--- config.mk ---
export PLATFORM = sky130hd
export DESIGN_NAME = uart_rx_deframer
export DESIGN_NICKNAME = d
export VERILOG_FILES = /design/src/rtl/uart_pkg.sv /design/src/rtl/uart_rx_sync.sv /design/src/rtl/uart_rx_deframer.sv
export SDC_FILE = /design/constraint.sdc
export NUM_CORES = 1
export LEC_CHECK = 0
export BUFFER_PORTS_ARGS = -buffer_cell sky130_fd_sc_hd__buf_2
export CORE_MARGIN = 2
export CORE_UTILIZATION = 62
export DETAILED_ROUTE_END_ITERATION = 16
export HOLD_SLACK_MARGIN = 0.12
export PLACE_DENSITY = 0.81
export SYNTH_ARGS = -nofsm -noshare
export SYNTH_HDL_FRONTEND = slang
export SYNTH_SLANG_ARGS = --single-unit
--- constraint.sdc ---
create_clock -name clock -period 4.2 [get_ports clock]
set_input_delay 0.21 -clock clock [delete_from_list [all_inputs] [get_ports clock]]
set_output_delay 0.21 -clock clock [all_outputs]
set_load 0.01 [all_outputs]
--- src/rtl/uart_pkg.sv ---
// =============================================================================
// Module      : uart_pkg
// Description : Shared types and constants for the UART receive path.
// Revision    : 1.0 - initial release
// =============================================================================
`default_nettype none

package uart_pkg;

  localparam int UART_DATA_BITS = 8;

  typedef enum logic [2:0] {
    IDLE   = 3'd0,
    START  = 3'd1,
    DATA   = 3'd2,
    PARITY = 3'd3,
    STOP   = 3'd4,
    BREAK  = 3'd5
  } uart_state_e;

  // Rounded to the nearest integer divisor.
  function automatic int calc_clks_per_bit(input longint clk_hz, input longint baud);
    return int'((clk_hz + baud / 2) / baud);
  endfunction

endpackage

`default_nettype wire

--- src/rtl/uart_rx_sync.sv ---
// =============================================================================
// Module      : uart_rx_sync
// Description : Multi-flop synchronizer for the serial line, resets to idle (1).
// Revision    : 1.0 - initial release
// =============================================================================
`default_nettype none

module uart_rx_sync #(
  parameter int SYNC_STAGES = 2
) (
  input  logic clock,
  input  logic resetn,
  input  logic d,
  output logic q
);

  logic [SYNC_STAGES-1:0] sync_q;
  logic [SYNC_STAGES-1:0] sync_d;

  always_comb begin
    sync_d = {sync_q[SYNC_STAGES-2:0], d};
  end

  always_ff @(posedge clock or negedge resetn) begin
    if (!resetn) begin
      sync_q <= '1;
    end else begin
      sync_q <= sync_d;
    end
  end

  assign q = sync_q[SYNC_STAGES-1];

endmodule

`default_nettype wire

--- src/rtl/uart_rx_deframer.sv ---
// =============================================================================
// Module      : uart_rx_deframer
// Description : 8N1 UART receiver with mid-bit sampling and a one-entry
//               valid/ready holding register. UART_RX_PARITY_EN adds even parity.
// Revision    : 1.0 - initial release
// =============================================================================
`default_nettype none

module uart_rx_deframer
  import uart_pkg::*;
#(
  parameter int CLKS_PER_BIT = 868,
  parameter int SYNC_STAGES  = 2
) (
  input  logic                      clock,
  input  logic                      resetn,
  input  logic                      rx,
  output logic [UART_DATA_BITS-1:0] out_data,
  output logic                      out_valid,
  input  logic                      out_ready,
  output logic                      busy,
  output logic                      frame_err,
`ifdef UART_RX_PARITY_EN
  output logic                      parity_err,
`endif
  output logic                      overrun
);

  localparam int                CNT_W    = $clog2(CLKS_PER_BIT);
  localparam logic [CNT_W-1:0]  CNT_HALF = CNT_W'(CLKS_PER_BIT / 2 - 1);
  localparam logic [CNT_W-1:0]  CNT_FULL = CNT_W'(CLKS_PER_BIT - 1);

  logic                      rxs;
  uart_state_e               state_q, state_d;
  logic [CNT_W-1:0]          cnt_q, cnt_d;
  logic [2:0]                bit_idx_q, bit_idx_d;
  logic [UART_DATA_BITS-1:0] shift_q, shift_d;
  logic [UART_DATA_BITS-1:0] out_data_q, out_data_d;
  logic                      out_valid_q, out_valid_d;
  logic                      frame_err_q, frame_err_d;
  logic                      overrun_q, overrun_d;
  logic                      cnt_zero;
  logic                      stop_sample;
  logic                      commit;
`ifdef UART_RX_PARITY_EN
  logic                      par_bad_q, par_bad_d;
  logic                      parity_err_q, parity_err_d;
  logic                      par_mismatch;
`endif

  uart_rx_sync #(.SYNC_STAGES(SYNC_STAGES)) u_sync (
    .clock  (clock),
    .resetn (resetn),
    .d      (rx),
    .q      (rxs)
  );

  assign cnt_zero = (cnt_q == '0);
`ifdef UART_RX_PARITY_EN
  assign par_mismatch = rxs ^ (^shift_q);
`endif

  always_ff @(posedge clock or negedge resetn) begin
    if (!resetn) begin
      state_q <= IDLE;
    end else begin
      state_q <= state_d;
    end
  end

  always_comb begin
    state_d   = state_q;
    cnt_d     = cnt_q;
    bit_idx_d = bit_idx_q;
    shift_d   = shift_q;
`ifdef UART_RX_PARITY_EN
    par_bad_d = par_bad_q;
`endif
    case (state_q)
      IDLE: begin
        if (!rxs) begin
          cnt_d   = CNT_HALF;
          state_d = START;
        end
      end
      START: begin
        if (!cnt_zero) begin
          cnt_d = cnt_q - 1'b1;
        end else if (rxs) begin
          state_d = IDLE;
        end else begin
          cnt_d     = CNT_FULL;
          bit_idx_d = 3'd0;
          state_d   = DATA;
        end
      end
      DATA: begin
        if (!cnt_zero) begin
          cnt_d = cnt_q - 1'b1;
        end else begin
          shift_d   = {rxs, shift_q[UART_DATA_BITS-1:1]};
          bit_idx_d = bit_idx_q + 3'd1;
          cnt_d     = CNT_FULL;
          if (bit_idx_q == 3'd7) begin
`ifdef UART_RX_PARITY_EN
            state_d = PARITY;
`else
            state_d = STOP;
`endif
          end
        end
      end
`ifdef UART_RX_PARITY_EN
      PARITY: begin
        if (!cnt_zero) begin
          cnt_d = cnt_q - 1'b1;
        end else begin
          par_bad_d = par_mismatch;
          cnt_d     = CNT_FULL;
          state_d   = STOP;
        end
      end
`endif
      STOP: begin
        if (!cnt_zero) begin
          cnt_d = cnt_q - 1'b1;
        end else begin
          state_d = rxs ? IDLE : BREAK;
        end
      end
      BREAK: begin
        if (rxs) begin
          state_d = IDLE;
        end
      end
      default: state_d = IDLE;
    endcase
  end

  always_comb begin
    stop_sample = (state_q == STOP) && cnt_zero;
`ifdef UART_RX_PARITY_EN
    commit       = stop_sample && rxs && !par_bad_q;
    parity_err_d = (state_q == PARITY) && cnt_zero && par_mismatch;
`else
    commit       = stop_sample && rxs;
`endif
    frame_err_d = stop_sample && !rxs;
    out_data_d  = out_data_q;
    out_valid_d = out_valid_q && !out_ready;
    overrun_d   = 1'b0;
    // A byte may replace one being consumed this same cycle.
    if (commit) begin
      if (!out_valid_q || out_ready) begin
        out_data_d  = shift_q;
        out_valid_d = 1'b1;
      end else begin
        overrun_d = 1'b1;
      end
    end
  end

  always_ff @(posedge clock or negedge resetn) begin
    if (!resetn) begin
      cnt_q        <= '0;
      bit_idx_q    <= '0;
      shift_q      <= '0;
      out_data_q   <= '0;
      out_valid_q  <= 1'b0;
      frame_err_q  <= 1'b0;
      overrun_q    <= 1'b0;
`ifdef UART_RX_PARITY_EN
      par_bad_q    <= 1'b0;
      parity_err_q <= 1'b0;
`endif
    end else begin
      cnt_q        <= cnt_d;
      bit_idx_q    <= bit_idx_d;
      shift_q      <= shift_d;
      out_data_q   <= out_data_d;
      out_valid_q  <= out_valid_d;
      frame_err_q  <= frame_err_d;
      overrun_q    <= overrun_d;
`ifdef UART_RX_PARITY_EN
      par_bad_q    <= par_bad_d;
      parity_err_q <= parity_err_d;
`endif
    end
  end

  assign out_data  = out_data_q;
  assign out_valid = out_valid_q;
  assign frame_err = frame_err_q;
  assign overrun   = overrun_q;
  assign busy      = (state_q != IDLE);
`ifdef UART_RX_PARITY_EN
  assign parity_err = parity_err_q;
`endif

endmodule

`default_nettype wire

### After elaboration in Yosys (flattened, before gate mapping)

Index checks and enable logic that the tools add are counted.

| operators by class | value |
|---|---|
| add/sub/neg operators | 2 |
| eq/ne operators | 14 |
| multiplexer cells | 23 |
| reduce and logical (&&, ||, !) cells | 18 |

Operator list:

| cell | number |
|---|---|
| $mux 10 | 5 |
| $pmux 10 s4 | 1 |
| $mux 3 | 10 |
| $pmux 3 s5 | 1 |
| $ne 2x2->1 const B | 7 |
| $logic_not 10->1 | 1 |
| $sub 10x1->10 const B | 1 |
| $eq 3x3->1 const B | 3 |
| $reduce_and 4->1 | 2 |
| $pmux 3 s2 | 1 |
| $reduce_and 6->1 | 1 |
| $logic_and 1x1->1 | 4 |
| $mux 1 | 4 |
| $reduce_and 2->1 | 2 |
| $reduce_bool 4->1 | 1 |
| $add 3x1->3 const B | 1 |
| $eq 3x1->1 const B | 1 |
| $eq 3x2->1 const B | 1 |
| $logic_not 1->1 | 3 |
| $logic_not 3->1 | 1 |
| $ne 3x3->1 const B | 1 |
| $reduce_bool 3->1 | 1 |
| $mux 2 | 1 |
| $ne 2x1->1 const B | 1 |
| 2 further kinds | 2 |

| word-level totals | value |
|---|---|
| register bits after elaboration | 37 |
| input bits | 4 |
| output and inout bits | 12 |
| logic and storage cells | 66 |

### Longest topological paths before layout

Gate-level depths: netlist of run 1.

| depth | value |
|---|---|
| word-level depth | 4 |
| depth in mapped cells | 8 |
| gate-level depth less buffers | 6 |

### Cells and area by module

From an unflattened synthesis of run 1, not the netlist that was laid out.

| unflattened totals | value |
|---|---|
| cell total of the unflattened synthesis | 159 |
| area total of the unflattened synthesis | 1791.7 sq um |

Modules (own cells, without submodules):

| module | instances | cells each | area an instance (sq um) | seq. area each (sq um) |
|---|---|---|---|---|
| uart_rx_deframer | 1 | 157 | 1739.2 | 875.8 |
| uart_rx_sync | 1 | 2 | 52.6 | 52.6 |

### Least setup slack after synthesis of run 1

No wires, ideal clock.

| path | value |
|---|---|
| path type | flip-flop to flip-flop |
| start | register cnt_q[4] |
| end | register out_data_q[0] (netlist: out_data[0]) |
| setup time | 125 ps |
| arrival time | 1775 ps |
| data required time | 4075 ps |
| slack | 2300 ps |
| cell stages (with the launch flop) | 5 |
| buffers on the path | 0 |
| clock period less this slack | 1900 ps |
| cells stage by stage | dfrtp_1 -> nor4_4 -> nand4_2 -> nor3b_4 -> mux2_2 |

| between the ends | value |
|---|---|
| word-level cells in the longest chain between the ends | 4 |

Ends and longest elaborated chain:

| what | line | RTL |
|---|---|---|
| from (decl) | uart_rx_deframer.sv:35 | `logic [CNT_W-1:0] cnt_q, cnt_d;` |
| from (signal assigned) | uart_rx_deframer.sv:177 | `cnt_q <= cnt_d;` |
| $logic_not 10->1 | uart_rx_deframer.sv:58 | `assign cnt_zero = (cnt_q == '0);` |
| $logic_and 1x1->1 | uart_rx_deframer.sv:141 | `stop_sample = (state_q == STOP) && cnt_zero;` |
| $logic_and 1x1->1 | uart_rx_deframer.sv:146 | `commit = stop_sample && rxs;` |
| $reduce_and 2->1 (no line) | n/a |  |
| to (signal assigned) | uart_rx_deframer.sv:180 | `out_data_q <= out_data_d;` |
| to (decl) | uart_rx_deframer.sv:38 | `logic [UART_DATA_BITS-1:0] out_data_q, out_data_d;` |

No other way between the ends.
A chain may end at the register's enable or synchronous reset.

### Worst setup path after layout of run 1

| path | value |
|---|---|
| start | register cnt_q[4] |
| end | register out_data_q[1] (netlist: out_data[1]) |

Same word-level chain as after synthesis.

==> results of run 1 <==
per-layer routing:
metal | part of all wire | wire (um) | vias to the layer above | track usage
met5 | 0 | 0 | - | 0
met4 | 0.014 | 45 | 0 | 0.06977
met3 | 0.032 | 105 | 7 | 0.06027
met2 | 0.50 | 1604 | 20 | 0.3669
met1 | 0.46 | 1483 | 626 | 0.2733
li1 | - | - | 614 | -
area by class of cell:
class,count,area [um2]
clock buffer,7,45.04
multi-input combinational,111,820.8
timing repair buffer,17,95.09
tap,31,38.79
fill,213,809.5
clock inverter,1,5.005
inverter,4,15.01
sequential,37,928.4
power breakdown:
part	internal, mW	switching, mW
clock network	0.0653	0.112
logic	0.00325	0.00740
registers	0.358	0.00126
total	0.426	0.121
logic make-up after synthesis:
kind of cell    Yosys count  share of synthesized area
xor+xnor                  2                   0.009664
fa+ha+maj                 4                    0.02761
compound gates           44                     0.1553
buf+inv                  12                    0.03520
mux                      18                     0.1118
flops                    37                     0.5121
simple gates             43                     0.1484
registers in the layout (all words and copies together) (netlist names):
name,cells
overrun,1
state_q,3
shift_q,8
cnt_q,10
frame_err,1
bit_idx_q,3
out_data,8
u_sync.sync_q,2
out_valid,1
worst reg2reg max path, cell delays in order (launching register included):
cell and delay (ps):
dfrtp_1 470, nor4_4 380, nand4_2 310, nor3b_4 490, mux2_2 390
placed cells by master, fill, tap and decap left out, drive strengths merged, types with 2 or more instances in the layout:
cell type,instances
a21oi,8
a22o,4
a31oi,3
and2,2
buf,15
clkbuf,7
dfrtp,35
dfstp,2
dlygate4sd3,2
ha,4
inv,4
mux2,18
nand2,7
nand2b,2
nand3,2
nand4,2
nor2,11
nor3,5
nor3b,2
nor4,3
o21a,5
o21ai,16
o22a,2
o31ai,2
or3b,2
xnor2,2
worst max path at each step:
stage                              end  slack [ps]  cells past startpoint
5_1_grt        out_data[4]$_DFFE_PN0P_        1880                      4
4_1_cts        out_data[2]$_DFFE_PN0P_        2060                      4
3_3_place_gp   out_data[0]$_DFFE_PN0P_        2170                      4
6_report       out_data[1]$_DFFE_PN0P_        2060                      4
3_5_place_dp   out_data[4]$_DFFE_PN0P_        2080                      4
2_1_floorplan  out_data[0]$_DFFE_PN0P_        2300                      4
timing repair:
item	4_1_cts	5_1_grt
hold buffers	2	0
endpoints found under the setup margin	0	0
endpoints found under the hold margin	36	0
==> results.cfg, run 1 <==
[synthesis]
synthesis.nets = 168
syn-cell-area_um2 = 1813
yosys_warnings = 0
synthFlopType = dfrtp_1
synth_area_leaders = dfrtp_1 (48%), mux2_2 (11%), o21ai_0 (3.6%)
ys_seq_area_frac = 0.5121
avgSynthCellArea_um2 = 11.33
yosys.cell_count.top_type = dfrtp_1
synth_top_area_frac = 0.4831
synth_commonest_cells = dfrtp_1 (35), mux2_2 (17), o21ai_0 (13)
yosysTopAreaCell = dfrtp_1
syn_inst = 160
ys_ff_latch = 37
yosysUniqueCellTypes = 46
synth_edf_count = 0
async_reset_ff_frac = 1.000

[pwr]
fin_total_pwr_mw = 0.5475
max-vdd-ir-drop_mv = 0.2907
p_leak_nw = 0.9301
power.density_nw_per_um2 = 281.0

[detailed_routing]
dr_total_vias = 1267
totalWireLength_um = 3239
drt_iter0_drc = 29
viasPerCell = 6.091
dr.pass1.iters = 4
drcViolationCount = 0
wl_per_cell_um = 15.57
ant_nets = 0

[final_layout]
fin_cells = 208
diodes = 0
area.growth.synth_to_final_pct = 7.453
fin_nets = 184
fin_util = 0.7064
drive_gt1_frac = 0.2825
finish.instance_area_um2 = 1948

[place]
placed_area_um2 = 1878
dp_slack_ps = 2076
io_buffer_count = 15
hpwl_um = 2303
gp_congestion = 0.8867
dp_cells = 198

[worst_setup_path]
path_cells = nor4_4, nand4_2, nor3b_4, mux2_2
rrSetupSlack_ps = 2060
path_buf_inv = 0
arrival_ps = 2360
crit_path_max_fanout = 9
crit_path_end_kind = flop
critPathLaunchType = flop
crit_slowest_cell = nor3b_4
crit_path_start = cnt_q[4]$_DFFE_PN0P_
critPathMaxStageDelay_ps = 490
r2r-start = cnt_q[4]$_DFFE_PN0P_
worst_path_dominant_cell_family = simple AND/OR/NAND/NOR gates
crit_type = reg -> reg
worstPathRequired_ps = 4430
rr_worst_depth = 4
r2r_end = out_data[1]$_DFFE_PN0P_

[clocking]
cts.repair.resized = 0
clock-sinks = 37
clk_pin_slew_ps = 100
cts_buffers = 5
cts_setup_buffers = 0
clock_tree.buffer_depth = 2
clock_latency_ps = 340
htree_levels = 2
cts_root_buf = clkbuf_4
cts_tree = done

[run]
maxCapViolations = 0

[die]
die_h_um = 58.08
rows = 19
core_area_um2 = 2758
die_area_um2 = 3373
floorplan.initialDensity = 0.6574
io_pins = 16
die_w_um = 58.08

[timing]
whs_ps = 169.8
period_needed_ps = 2136
fmax_ghz = 0.4681
rsz0062_at_grt = false
period_share = 0.5086
slew_viol_final = 0
clock_skew_ps = 8.191
setup_ws_ps = 2064
tightest_slew_ps = 781.2
hold_viol_final = 0
setup-violations-final = 0
fin_tns_setup_ps = 0
slew_headroom = 0.4792

[grt]
grt_overflow = 0
grt_max_degree = 38
grt_first_pass_wirelength_um = 5554
antenna_found_initial = 0
grt_usage = 0.2181
grt_pass1_vias = 1210

[min_path]
hp-start = out_ready
hold_path_class = in -> reg
min_to = overrun$_DFF_PN0_
holdPathStages = 3

[run_status]
outcome = finished, final reports clean
Power figures use the tool's default switching activity.
==> run 2, diff against run 1 <==
Settings changed: CORE_UTILIZATION 62 to 58, PLACE_DENSITY 0.81 to 0.76.
Clock period 4.2 ns to 2 ns, I/O delays scaled along.
==> run 2 against run 1 <==
Compared with the run above: sequential share of layout area fell by 3.8 points; die area rose by 6.4%; global-route usage rose by 0.60 points; power rose by 140%; routed wire length rose by 6.3%; critical path depth rose by 1; non-clock buffer count rose by 13.
==> results.cfg, run 2 (synthesized netlist as in run 1, its figures left out) <==
[worst_setup_path]
path_cells = nor4_4, and4_2, nand2_2, mux2_1, a22o_1
crit_path_start = cnt_q[4]$_DFFE_PN0P_
crit_type = reg -> reg
arrival_ps = 2190
crit_path_max_fanout = 6
worstPathRequired_ps = 2260
crit_path_end_kind = flop
rrSetupSlack_ps = 60
rr_worst_depth = 5
critPathMaxStageDelay_ps = 430
critPathLaunchType = flop
crit_slowest_cell = dfrtp_1
r2r_end = bit_idx_q[1]$_DFFE_PN0P_
r2r-start = cnt_q[4]$_DFFE_PN0P_

[min_path]
hold_path_class = in -> async

[die]
die_area_um2 = 3589
die_h_um = 59.91
die_w_um = 59.91
floorplan.initialDensity = 0.6038
io_pins = 16
core_area_um2 = 3003
rows = 20

[timing]
period_share = 0.9693
setup_ws_ps = 61.35
whs_ps = 352.6
slew_headroom = 0.4739
slew_viol_final = 0
period_needed_ps = 1939
fmax_ghz = 0.5158
tightest_slew_ps = 789.2
setup-violations-final = 0
clock_skew_ps = 10.40
hold_viol_final = 0
rsz0062_at_grt = true

[clocking]
clock_tree.buffer_depth = 2
cts_buffers = 5
clk_pin_slew_ps = 120
cts_tree = done
clock-sinks = 37
clock_latency_ps = 350
htree_levels = 2
cts_root_buf = clkbuf_4

[final_layout]
layout_common_cells = dfrtp_1 (35), mux2_2 (17), buf_2 (15)
diodes = 0
fin_nets = 197
finish.instance_area_um2 = 2116
regMostFlops = cnt_q
register_area_um2 = 928.4
layout_commonest_cell = dfrtp_1
largest_reg_flops = 10
multi_input_area_um2 = 834.6
drive_gt1_frac = 0.3526
fill_cells = 224
area.growth.synth_to_final_pct = 16.70

[detailed_routing]
dr.pass1.iters = 4
dr_total_vias = 1325
drt_iter0_drc = 26
drcViolationCount = 0
totalWireLength_um = 3444
viasPerCell = 5.942
wl_per_cell_um = 15.44
ant_nets = 0

[grt]
grt_usage = 0.2241
grt_overflow = 0
grt_max_degree = 38
grt_pass1_vias = 1326
antenna_found_initial = 0
grt_first_pass_wirelength_um = 5934

[run_status]
outcome = finished, final reports clean

[place]
hpwl_um = 2463
placed_area_um2 = 1983
io_buffer_count = 15
gp_congestion = 0.9138
dp_slack_ps = 37.77

[pwr]
max-vdd-ir-drop_mv = 0.4714
power.density_nw_per_um2 = 630.6
p_leak_nw = 1.014

[run]
maxCapViolations = 0
==> run 2: area by class of cell <==
type	instances	area share
Timing Repair Buffer	30	0.09817
Tap cell	33	0.01952
Inverter	4	0.007096
Sequential cell	37	0.4388
Multi-Input combinational cell	111	0.3944
Clock buffer	6	0.02425
Clock inverter	2	0.01774
==> run 2: where the power goes <==
group | switching, mW | internal (mW) | total, mW
Sequential | 0.00293 | 0.752 | 0.755
Clock | 0.258 | 0.297 | 0.555
Combinational | 0.0163 | 0.00817 | 0.0244
==> run 2: worst max-delay path, delay by kind of cell (launching register included) <==
family,cells,cell delay [ps]
and+or+nand+nor,3,850
muxes,1,330
DFF,1,430
AOI/OAI and AO/OA,1,230
==> run 2: repair_timing <==
| action | CTS | global route |
|---|---|---|
| gates resized for setup | 1 | 3 |
| pin swaps | 0 | 0 |
| hold endpoints to repair | 38 | 0 |
| setup buffers | 0 | 0 |
| setup endpoints to repair | 1 | 15 |
| hold buffers | 3 | 0 |
==> run 2: worst max-delay path by stage <==
stage / endpoint
final: bit_idx_q[1]$_DFFE_PN0P_
after floorplan: out_data[0]$_DFFE_PN0P_
after global routing: bit_idx_q[1]$_DFFE_PN0P_
after CTS: bit_idx_q[1]$_DFFE_PN0P_
after detailed placement: cnt_q[2]$_DFFE_PN0P_
after global placement: cnt_q[2]$_DFFE_PN0P_
==> run 2: metal layers <==
metal	up-vias	track usage	part of all wire	routed length, um
met4	0	0.1016	0.021	74
met3	9	0.04329	0.038	131
met2	31	0.3634	0.49	1700
met5	-	0	0	0
met1	642	0.2891	0.45	1538
li1	643	-	-	-
==> run 2: metrics by stage <==
| stage | std cells | power, mW | utilization | setup TNS (ps) |
|---|---|---|---|---|
| global placement | 212 | 0.7883 | 0.6604 | 0 |
| finish | 223 | 1.334 | 0.7046 | 0 |
| CTS | 223 | 1.345 | 0.7004 | 0 |
| global route | 223 | 1.375 | 0.7046 | -290.5 |
| detailed placement | 212 | 0.7896 | 0.6604 | 0 |
| floorplan | 160 | 0.7737 | - | 0 |
==> run 3, diff against run 2 <==
Settings changed: CAP_MARGIN set to 20, SETUP_SLACK_MARGIN set to 0.2.
==> run 3 against run 2 <==
Compared with the run above: combinational power about the same; clock-buffer cell count increased by 1; via count increased by 5.5%; setup slack improved by 26 ps; non-clock buffer count increased by 8; clock power decreased by 26%; utilization increased by 2.8 points; routed wire length increased by 11%; die area unchanged; fmax increased by 1.4%; final area increased by 4.0%; sequential share of layout area decreased by 1.5 points; critical path type unchanged.
==> results.cfg, run 3 (synthesized netlist as in run 1, its figures left out) <==
[detailed_routing]
viasPerCell = 6.052
drcViolationCount = 0
wl_per_cell_um = 16.62
drt_iter0_drc = 85
dr_total_vias = 1398
dr.pass1.iters = 4
totalWireLength_um = 3839
ant_nets = 0

[timing]
period_share = 0.9563
hold_viol_final = 0
setup-violations-final = 0
slew_headroom = 0.4682
fmax_ghz = 0.5229
fin_tns_setup_ps = 0
whs_ps = 362.6
clock_skew_ps = 12.61
tightest_slew_ps = 797.8
period_needed_ps = 1913
rsz0062_at_grt = true
slew_viol_final = 0

[final_layout]
layout_commonest_cell = dfrtp_1
fin_nets = 205
fill_cells = 207
regMostFlops = cnt_q
diodes = 0
largest_reg_flops = 10
register_area_um2 = 932.1
multi_input_area_um2 = 890.9
layout_common_cells = dfrtp_1 (32), buf_4 (19), buf_2 (15)
area.growth.synth_to_final_pct = 21.39
fin_util = 0.7329
drive_gt1_frac = 0.4040

[run]
maxCapViolations = 0

[die]
io_pins = 16
die_h_um = 59.91
die_area_um2 = 3589
die_w_um = 59.91
rows = 20
floorplan.initialDensity = 0.6038
core_area_um2 = 3003

[worst_setup_path]
worstPathRequired_ps = 2240
crit_path_end_kind = flop
arrival_ps = 2150
crit_type = reg -> reg
crit_path_max_fanout = 5
critPathLaunchType = flop

[grt]
grt_pass1_vias = 1360
grt_first_pass_wirelength_um = 6120
grt_max_degree = 38
antenna_found_initial = 0
grt_overflow = 0
grt_usage = 0.2308

[min_path]
hold_path_class = reg -> reg

[pwr]
power.density_nw_per_um2 = 541.1
p_leak_nw = 1.065
fin_total_pwr_mw = 1.191
max-vdd-ir-drop_mv = 0.5270

[run_status]
outcome = finished, final reports clean

[clocking]
htree_levels = 2
cts_buffers = 5
clock-sinks = 37
clk_pin_slew_ps = 110
cts_root_buf = clkbuf_4
cts_tree = done
clock_tree.buffer_depth = 2
clock_latency_ps = 350

[place]
gp_congestion = 0.9652
hpwl_um = 2451
io_buffer_count = 15
## run 3: cell type report
class,count,share of cell area
clock inverter,1,0.003411
inverter,4,0.006822
tap,33,0.01876
timing repair buffer,38,0.1177
multi-input combinational,111,0.4048
clock buffer,7,0.02501
sequential,37,0.4235
## run 3: worst paths after layout
check | to | slack (ps) | cells past startpoint | start
setup / recovery | bit_idx_q[1]$_DFFE_PN0P_ | 90 | 5 | cnt_q[4]$_DFFE_PN0P_
hold / removal | u_sync.sync_q[1]$_DFF_PN1_ | 360 | 0 | u_sync.sync_q[0]$_DFF_PN1_
setup reg to reg | bit_idx_q[1]$_DFFE_PN0P_ | 90 | 5 | cnt_q[4]$_DFFE_PN0P_
hold reg to reg | u_sync.sync_q[1]$_DFF_PN1_ | 360 | 0 | u_sync.sync_q[0]$_DFF_PN1_
max in group asynchronous | state_q[0]$_DFFE_PN0P_ | 1070 | 2 | resetn
min in group asynchronous | shift_q[1]$_DFFE_PN0P_ | 370 | 2 | resetn
## run 3: per-layer routing
layer	share of wire	global-route usage	routed length [um]
met1	0.45	0.2861	1713
met2	0.49	0.3649	1897
met3	0.042	0.06926	161
met4	0.017	0.1143	66
met5	0	0	0
## run 3: report_power, final
part / leakage (nW) / internal (mW) / total (mW) / switching (mW)
Combinational: 0.547 / 0.00817 / 0.0247 / 0.0166
Sequential: 0.486 / 0.751 / 0.754 / 0.00274
Clock: 0.0315 / 0.172 / 0.412 / 0.240
Total: 1.07 / 0.932 / 1.19 / 0.259
## run 3: what timing repair did
action,CTS,global route
pin swaps,3,3
buffers inserted,8,0
gates cloned,0,0
hold buffers,3,0
endpoints found under the setup margin,30,28
endpoints found under the hold margin,38,0
resized for setup,11,7
## run 3: critical path: stages, from the launching register on
cell and delay [ps]:
dfrtp_1 430, nor4_4 420, and4_4 370, nand2_4 80, mux2_4 310, a22o_1 200
## run 3: per-stage QoR
step | setup slack, ps | area (um2) | cells
2_1_floorplan | 197.8 | 1839 | 160
3_3_place_gp | 81.01 | 1993 | 212
3_5_place_dp | 43.95 | 1993 | 212
4_1_cts | 147.3 | 2171 | 231
5_1_grt | 38.40 | 2201 | 231
6_report | 87.45 | 2201 | 231
